[config.mk]
export PLATFORM = sky130hd
export DESIGN_NAME = bram_reg_master
export DESIGN_NICKNAME = d
export VERILOG_FILES = /design/src/rtl/bram_reg_master_pkg.sv /design/src/rtl/bram_poll_timer.sv /design/src/rtl/bram_reg_master.sv
export SDC_FILE = /design/constraint.sdc
export NUM_CORES = 1
export LEC_CHECK = 0
export CAP_MARGIN = 20
export CORE_MARGIN = 2
export CORE_UTILIZATION = 36
export CTS_CLUSTER_SIZE = 12
export DETAILED_ROUTE_END_ITERATION = 7
export HOLD_SLACK_MARGIN = 0.05
export PLACE_DENSITY = 0.77
export SLEW_MARGIN = 30
export SYNTH_ARGS = -nofsm -noshare
export SYNTH_HDL_FRONTEND = slang
export SYNTH_SLANG_ARGS = --single-unit
[constraint.sdc]
create_clock -name clk -period 1.8 [get_ports clk]
set_clock_uncertainty 0.15 [all_clocks]
set_input_delay 0.54 -clock clk [delete_from_list [all_inputs] [get_ports clk]]
set_output_delay 0.54 -clock clk [all_outputs]
set_load 0.01 [all_outputs]
[src/rtl/bram_reg_master_pkg.sv]
// Shared constants for the BRAM register bus master: opcodes, register offsets, address width.
// BRAM_REG_MASTER_POLL_EN adds the POLL state and its compare helper.
package bram_reg_master_pkg;

    localparam int BRAM_ADDR_WIDTH = 12;

    localparam logic [1:0] BRAM_OP_WRITE = 2'd0;
    localparam logic [1:0] BRAM_OP_READ  = 2'd1;
    localparam logic [1:0] BRAM_OP_POLL  = 2'd2;

    localparam logic [BRAM_ADDR_WIDTH-1:0] BRAM_ID_OFFSET      = 12'h000;
    localparam logic [BRAM_ADDR_WIDTH-1:0] BRAM_CONTROL_OFFSET = 12'h004;
    localparam logic [BRAM_ADDR_WIDTH-1:0] BRAM_STATUS_OFFSET  = 12'h008;

    typedef enum logic [1:0] {
        S_IDLE,
        S_ACCESS,
        S_RESP
`ifdef BRAM_REG_MASTER_POLL_EN
        , S_POLL
`endif
    } state_t;

`ifdef BRAM_REG_MASTER_POLL_EN
    function automatic logic poll_hit(
        input logic [31:0] data,
        input logic [31:0] expect_val,
        input logic [31:0] mask
    );
        return ((data ^ expect_val) & mask) == 32'h0;
    endfunction
`endif

endpackage

[src/rtl/bram_poll_timer.sv]
// Poll read counter for bram_reg_master; expired flags that the current read is the last allowed.
// Only built when BRAM_REG_MASTER_POLL_EN is defined.
`ifdef BRAM_REG_MASTER_POLL_EN
module bram_poll_timer #(
    parameter int POLL_LIMIT = 16
) (
    input  logic clk,
    input  logic reset_n,
    input  logic clear,
    input  logic inc,
    output logic expired
);

    localparam int CW = $clog2(POLL_LIMIT + 1);

    logic [CW-1:0] count;

    assign expired = (count == CW'(POLL_LIMIT - 1));

    always_ff @(posedge clk or negedge reset_n) begin
        if (!reset_n) begin
            count <= '0;
        end else if (clear) begin
            count <= '0;
        end else if (inc && !expired) begin
            count <= count + 1'b1;
        end
    end

endmodule
`endif

[src/rtl/bram_reg_master.sv]
// Single-command initiator for the BRAM control register bus (write, read, optional poll).
// BRAM_REG_MASTER_POLL_EN enables op 2 as a bounded poll; otherwise op 2 is illegal.
module bram_reg_master
    import bram_reg_master_pkg::*;
#(
    parameter int ADDR_WIDTH = BRAM_ADDR_WIDTH,
    parameter int POLL_LIMIT = 16
) (
    input  logic                  clk,
    input  logic                  reset_n,
    input  logic                  cmd_valid,
    output logic                  cmd_ready,
    input  logic [1:0]            cmd_op,
    input  logic [ADDR_WIDTH-1:0] cmd_addr,
    input  logic [31:0]           cmd_wdata,
    input  logic [31:0]           cmd_mask,
    output logic                  resp_valid,
    input  logic                  resp_ready,
    output logic [31:0]           resp_data,
    output logic                  resp_err,
    output logic                  wr_en,
    output logic                  rd_en,
    output logic [ADDR_WIDTH-1:0] reg_addr,
    output logic [31:0]           wdata,
    input  logic [31:0]           rdata,
    output logic                  busy
);

    state_t state;
    logic   accept;

    assign accept = cmd_valid & cmd_ready;

`ifdef BRAM_REG_MASTER_POLL_EN
    logic [31:0] exp_q;
    logic [31:0] mask_q;
    logic        hit;
    logic        expired;

    assign hit = poll_hit(rdata, exp_q, mask_q);

    bram_poll_timer #(
        .POLL_LIMIT(POLL_LIMIT)
    ) u_timer (
        .clk    (clk),
        .reset_n(reset_n),
        .clear  (accept),
        .inc    (state == S_POLL && !hit),
        .expired(expired)
    );
`else
    logic unused_mask;
    assign unused_mask = ^cmd_mask;
`endif

    always_ff @(posedge clk or negedge reset_n) begin
        if (!reset_n) begin
            state      <= S_IDLE;
            cmd_ready  <= 1'b1;
            resp_valid <= 1'b0;
            resp_data  <= 32'h0;
            resp_err   <= 1'b0;
            wr_en      <= 1'b0;
            rd_en      <= 1'b0;
            reg_addr   <= '0;
            wdata      <= 32'h0;
            busy       <= 1'b0;
`ifdef BRAM_REG_MASTER_POLL_EN
            exp_q      <= 32'h0;
            mask_q     <= 32'h0;
`endif
        end else begin
            unique case (state)
                S_IDLE: begin
                    if (accept) begin
                        cmd_ready <= 1'b0;
                        busy      <= 1'b1;
                        unique case (1'b1)
                            (cmd_op == BRAM_OP_WRITE): begin
                                wr_en    <= 1'b1;
                                reg_addr <= cmd_addr;
                                wdata    <= cmd_wdata;
                                state    <= S_ACCESS;
                            end
                            (cmd_op == BRAM_OP_READ): begin
                                rd_en    <= 1'b1;
                                reg_addr <= cmd_addr;
                                state    <= S_ACCESS;
                            end
`ifdef BRAM_REG_MASTER_POLL_EN
                            (cmd_op == BRAM_OP_POLL): begin
                                rd_en    <= 1'b1;
                                reg_addr <= cmd_addr;
                                exp_q    <= cmd_wdata;
                                mask_q   <= cmd_mask;
                                state    <= S_POLL;
                            end
`endif
                            default: begin
                                resp_valid <= 1'b1;
                                resp_data  <= 32'h0;
                                resp_err   <= 1'b1;
                                state      <= S_RESP;
                            end
                        endcase
                    end
                end
                S_ACCESS: begin
                    wr_en      <= 1'b0;
                    rd_en      <= 1'b0;
                    resp_valid <= 1'b1;
                    resp_data  <= rd_en ? rdata : 32'h0;
                    resp_err   <= 1'b0;
                    state      <= S_RESP;
                end
`ifdef BRAM_REG_MASTER_POLL_EN
                // A hit on the final allowed read still counts as success.
                S_POLL: begin
                    if (hit || expired) begin
                        rd_en      <= 1'b0;
                        resp_valid <= 1'b1;
                        resp_data  <= rdata;
                        resp_err   <= !hit;
                        state      <= S_RESP;
                    end
                end
`endif
                S_RESP: begin
                    if (resp_ready) begin
                        resp_valid <= 1'b0;
                        cmd_ready  <= 1'b1;
                        busy       <= 1'b0;
                        state      <= S_IDLE;
                    end
                end
                default: begin
                    state <= S_IDLE;
                end
            endcase
        end
    end

endmodule

==> results.json, run 1 <==
{
  "synth_edf_count": 0,
  "rows": 37,
  "status": "finished, violations left",
  "dieArea_sq_um": 11370,
  "synthCells": 293,
  "dieHeight_microns": 106.6,
  "ys_seq_elements": 84,
  "die_w_microns": 106.6,
  "worst-setup-path-type": "input pin to register",
  "p_leak_nw": 3.059,
  "final_common_cell": "dfrtp_1",
  "setup_ws_ns": -0.01448,
  "final_core_util": 0.5948,
  "pwr-share-comb": 0.082,
  "globalplace.congestion": 0.8003,
  "cts_root_buffer": "clkbuf_8",
  "hp-start": "resp_data[2]",
  "wire_per_inst_microns": 17.29,
  "post-dp-hpwl_microns": 7102,
  "rr_worst_depth": 6,
  "drc": 0,
  "synth_nets": 412,
  "insertion_delay_ns": 0.35,
  "r2r_slack_ns": 0.02,
  "portBuffers": 163,
  "io_pins": 196,
  "num_antenna_cells": 0,
  "cts_made_buffers": 9,
  "drv_slew": 0,
  "mostFrequentLayoutCells": "dfrtp_1 (83), dlygate4sd2_1 (82), clkdlybuf4s50_1 (79)",
  "p_switching_mw": 0.8084,
  "p_per_area_nw_per_um2": 601.2,
  "htreeDepth": 3,
  "hp-class": "register to register",
  "peakVddDrop_v": 0.0005328,
  "drive_above_1_share": 0.2365,
  "top_usage_layer": "met2",
  "grt_max_degree": 35,
  "vias_per_cell": 4.972,
  "clkTransAtPathRegs_ns": 0.08,
  "ys_warn_count": 0,
  "cts_sinks": 84,
  "async_flop_share": 1.000,
  "slew_headroom": 0.7616,
  "fin_crit_ns": 1.814,
  "finalHoldViolCount": 0,
  "final_nets": 596,
  "start_util": 0.3690,
  "avgSynthCellArea_sq_um": 12.94,
  "tightest_slew_ns": 0.3576,
  "p_clk_frac": 0.406,
  "route.antenna.remaining_nets": 0,
  "endpoint_kind": "register",
  "grt_pass1_vias": 3088,
  "required_ns": 1.88,
  "rsz0062_at_grt": "yes",
  "track_usage": 0.1830,
  "use_met2": 0.3053,
  "fin_crit_sh": 1.008,
  "seq_area_frac_synth": 0.5546,
  "postPlaceCellArea_sq_um": 5703,
  "fin_hold_ws_ns": 0.3473,
  "final_cell_area_sq_um": 6113,
  "clockBufferDepth": 2,
  "failed_checks": "negative setup slack",
  "core_sq_um": 10280,
  "p_int_mw": 2.867,
  "dr.pass1.iters": 4,
  "regToRegStartpoint": "state[0]",
  "grt_overflow": 0,
  "use_met3": 0.05228,
  "grtUsageMet1": 0.2261,
  "worstPathMaxFanout": 7,
  "dp_slack_ns": -0.4138,
  "syn_area_sq_um": 3792,
  "p_sw_frac": 0.2200,
  "numPlacedInstances": 591,
  "grt_pass1_wl_microns": 16080,
  "synth.distinct_cells": 30,
  "start_kind": "input pin",
  "drt_iter0_markers": 99,
  "wl_microns": 10690,
  "num-fill-cells": 850,
  "antenna_found_initial": 0,
  "cp.arrival_ns": 1.90,
  "synth_ff_type": "dfrtp_1",
  "tritoncts": "yes",
  "cap_violations": 0,
  "area_growth_pct": 61.20,
  "seqPwrFrac": 0.513,
  "hold_end": "resp_data[2]",
  "rr_endpoint": "wdata[15]",
  "setup_violations": 20,
  "final_cells": 618,
  "num_vias": 3073,
  "whs_path_depth": 2,
  "max_clock_freq_mhz": 551.1
}
[registers in the layout, indices dropped and copies added (netlist names)]
name        flops
resp_data      32
wdata          32
reg_addr       12
state           2
busy            1
cmd_ready       1
rd_en           1
resp_err        1
resp_valid      1
wr_en           1
[layout make-up]
type | instances | area [sq um] | share of cell area
Multi-Input combinational cell | 179 | 1597 | 0.2612
Timing Repair Buffer | 200 | 2007 | 0.3283
Clock inverter | 7 | 101.3 | 0.01658
Clock buffer | 9 | 123.9 | 0.02026
Tap cell | 136 | 170.2 | 0.02783
Inverter | 3 | 11.26 | 0.001842
Sequential cell | 84 | 2103 | 0.3440
[worst max-delay path by stage]
stage	start	to	cells after the start
finish	cmd_op[1]	wdata[15]	5
global route	state[0]	resp_data[12]	8
CTS	cmd_op[1]	wdata[0]	5
detailed placement	cmd_valid	wdata[21]	5
global placement	cmd_valid	wdata[21]	5
floorplan	state[0]	wdata[10]	6
[Yosys cell counts, types with 3 or more instances]
cell type  count  area (sq um)
nand3_1       32         160.2
inv_1          3         11.26
mux2_2        14         157.7
o21ai_0       36         180.2
o31ai_1       34         255.2
mux2_4        30         450.4
nor2b_1        4         25.02
clkbuf_1      13         48.80
buf_12         3         60.06
buf_2          5         25.02
mux2i_1        4         40.04
dfrtp_1       83          2077
ha_1           5         62.56
buf_4          6         45.04
nand2b_1       3         18.77
[per-layer routing]
layer	part of all wire	vias to the layer above
li1	-	1443
met1	0.42	1491
met2	0.49	130
met3	0.081	9
met4	0.015	0
met5	0	-
[power by group through the flow]
stage,combinational (mW),sequential [mW],clock [mW]
4_1_cts,0.302,1.89,1.54
3_3_place_gp,0.277,1.92,0
6_report,0.300,1.89,1.49
2_1_floorplan,0.0269,1.92,0
5_1_grt,0.323,1.89,1.61
3_5_place_dp,0.283,1.92,0
[cells by family after synthesis]
| group | Yosys count | share of synthesized area |
|---|---|---|
| adder cells (fa/ha/maj) | 5 | 0.01650 |
| flip-flops | 84 | 0.5546 |
| multiplexers | 48 | 0.1709 |
| AO/OA/AOI/OAI | 78 | 0.1323 |
| AND/OR/NAND/NOR | 48 | 0.07555 |
| buffers and inverters | 30 | 0.05015 |
[stage by stage]
stage	power [mW]	setup TNS, ns
after detailed placement	2.206	-29.58
after global placement	2.199	-26.85
final	3.675	-0.1833
after CTS	3.725	0
after floorplan	1.950	0
after global routing	3.819	-1.319
[timing repair]
| item | in CTS | in global routing |
|---|---|---|
| buffers inserted | 4 | 0 |
| endpoints found under the hold margin | 15 | 0 |
| pin swaps | 2 | 0 |
| hold buffers | 1 | 0 |
| gates resized for setup | 98 | 31 |
| setup endpoints to repair | 143 | 45 |
| cloned | 3 | 3 |
[worst max-delay path, cell delays in order]
cell and delay (ns):
clkdlybuf4s50_1 0.43, nand4b_4 0.22, nor2_8 0.20, clkbuf_16 0.20, mux2_4 0.30
Power figures use the tool's default switching activity.
==> inputs of run 2 (changes only) <==
--- a/config.mk
+++ b/config.mk
@@ -6,10 +6,12 @@
 export NUM_CORES = 1
 export LEC_CHECK = 0
 export CAP_MARGIN = 20
+export CORE_ASPECT_RATIO = 1.1
 export CORE_MARGIN = 2
 export CORE_UTILIZATION = 36
 export CTS_CLUSTER_SIZE = 12
 export DETAILED_ROUTE_END_ITERATION = 7
+export GPL_ROUTABILITY_DRIVEN = 1
 export HOLD_SLACK_MARGIN = 0.05
 export PLACE_DENSITY = 0.77
 export SLEW_MARGIN = 30
==> constraint.sdc (replaced) <==
create_clock -name clk -period 1.8 [get_ports clk]
set_clock_uncertainty 0.15 [all_clocks]
set_input_delay 0.27 -clock clk [delete_from_list [all_inputs] [get_ports clk]]
set_output_delay 0.27 -clock clk [all_outputs]
set_load 0.01 [all_outputs]
==> run 2 against run 1 <==
The flow now finishes without violations. Combinational power rose by 12%. Count of clock-buffer cells in the layout is 3 higher. Sequential power hardly changed. Via count is 3.2% higher. Hold slack got worse by 0.089 ns. Global-route usage rose by 0.30 points. Register-to-register slack improved by 0.02 ns. Critical path depth increased by 3. Power is 16% higher. Sequential share of layout area shrank 1.9 points. Final cell count grew 1.9%. Sequential cell count unchanged.
==> results.json, run 2 (synthesized netlist as in run 1, its figures left out) <==
{
  "mostFrequentLayoutCells": "clkdlybuf4s50_1 (161), dfrtp_1 (83), nand3_1 (32)",
  "setup_ws_ns": 0.03979,
  "antenna_found_initial": 0,
  "grt_max_degree": 38,
  "regToRegStartpoint": "state[0]",
  "grt_pass1_vias": 3374,
  "num_antenna_cells": 0,
  "required_ns": 1.88,
  "io_pins": 196,
  "dr.pass1.iters": 4,
  "endpoint_kind": "register",
  "post-dp-hpwl_microns": 7575,
  "cts_root_buffer": "clkbuf_16",
  "cap_violations": 0,
  "num-fill-cells": 812,
  "final_nets": 601,
  "htreeDepth": 3,
  "finalHoldViolCount": 0,
  "cts_made_buffers": 9,
  "slew_headroom": 0.7488,
  "area_growth_pct": 70.83,
  "r2r_slack_ns": 0.04,
  "drv_slew": 0,
  "route.antenna.remaining_nets": 0,
  "setup_violations": 0,
  "total_power_mw": 4.253,
  "start_util": 0.3666,
  "p_per_area_nw_per_um2": 656.4,
  "grt_overflow": 0,
  "dp_slack_ns": -0.1450,
  "clockBufferDepth": 2,
  "wire_per_inst_microns": 17.62,
  "drc": 0,
  "portBuffers": 163,
  "worstPathMaxFanout": 8,
  "p_leak_nw": 2.798,
  "top_regs": "resp_data x32, wdata x32, reg_addr x12",
  "rows": 39,
  "fin_crit_ns": 1.760,
  "core_sq_um": 10340,
  "peakVddDrop_v": 0.0005143,
  "grt_pass1_wl_microns": 16390,
  "start_kind": "register",
  "hp-class": "input pin to asynchronous set/reset pin",
  "worst-setup-path-type": "register to register",
  "vias_per_cell": 5.035,
  "cts_sinks": 84,
  "clkTransAtPathRegs_ns": 0.06,
  "setup.worst_path.start": "state[0]",
  "tightest_slew_ns": 0.3768,
  "die_w_microns": 101.9,
  "status": "finished clean",
  "rr_worst_depth": 8,
  "wl_microns": 11100,
  "fin_crit_sh": 0.9779,
  "dieHeight_microns": 111.6,
  "rr_endpoint": "resp_data[12]",
  "max_clock_freq_mhz": 568.1,
  "final_common_cell": "clkdlybuf4s50_1",
  "insertion_delay_ns": 0.33,
  "drt_iter0_markers": 132,
  "drive_above_1_share": 0.2546,
  "tritoncts": "yes",
  "cp.arrival_ns": 1.84,
  "dieArea_sq_um": 11370,
  "num_vias": 3172,
  "track_usage": 0.1860,
  "rsz0062_at_grt": "yes",
  "globalplace.congestion": 0.7642
}
==> run 2: cell types whose count changed in the layout (fill, tap and decap cells not counted), sizes merged <==
cell / before / now
buf: 36 / 35
bufbuf: 0 / 2
clkinv: 3 / 2
clkbuf: 11 / 17
clkdlybuf4s50: 79 / 161
clkinvlp: 2 / 0
dlygate4sd2: 82 / 1
==> run 2: repair_timing <==
action | 4_1_cts | 5_1_grt
hold buffers | 1 | 0
setup endpoints to repair | 42 | 66
hold endpoints to repair | 46 | 0
buffers inserted | 3 | 2
pin swaps | 0 | 0
cloned | 2 | 6
resized for setup | 4 | 50
==> run 2: layout make-up <==
class | count | area, sq um | share of cell area
repair buffers | 205 | 2231 | 0.3443
clock inverters | 4 | 70.07 | 0.01081
flip-flops and latches | 84 | 2103 | 0.3246
clock buffers | 12 | 266.5 | 0.04114
inverters | 3 | 11.26 | 0.001738
multi-input cells | 179 | 1618 | 0.2497
well taps | 143 | 178.9 | 0.02762
==> run 2: per-stage QoR <==
stage / hold WS [ns] / utilization / cells / setup TNS, ns / area [sq um]
2_1_floorplan: -0.1756 / - / 293 / 0 / 3792
3_3_place_gp: 0.05866 / 0.5572 / 600 / -4.899 / 5764
3_5_place_dp: 0.06151 / 0.5572 / 600 / -7.878 / 5764
4_1_cts: 0.2560 / 0.6010 / 622 / -0.03250 / 6217
5_1_grt: 0.2901 / 0.6263 / 630 / -0.2821 / 6479
6_report: 0.2585 / 0.6263 / 630 / 0 / 6479
==> run 2: power breakdown <==
| part | switching, mW | internal (mW) | leakage (nW) |
|---|---|---|---|
| registers | 0 | 1.89 | 1.17 |
| logic | 0.118 | 0.218 | 1.46 |
| clock network | 0.706 | 1.32 | 0.169 |
| total | 0.823 | 3.43 | 2.80 |
==> run 2: per-layer routing <==
metal,global-route usage,up-vias,share of wire
met1,0.2066,1564,0.40
li1,-,1453,-
met2,0.3219,145,0.50
met3,0.07094,10,0.093
met4,0.06489,0,0.013
met5,0,-,0
==> run 2: critical path: stages, from the launching register on <==
cell and delay, ns:
dfrtp_1 0.39, buf_4 0.14, buf_4 0.13, ha_4 0.18, mux2i_4 0.20, buf_12 0.18
clkbuf_16 0.16, o21ai_1 0.05, o31ai_1 0.08
==> run 2: worst max-delay path by stage <==
stage,to,slack (ns),cells past startpoint
detailed placement,wdata[27],-0.15,5
finish,resp_data[12],0.04,8
global route,resp_data[12],-0.05,8
floorplan,wdata[10],0.003,6
global placement,wdata[12],-0.11,5
CTS,resp_data[25],-0.009,8
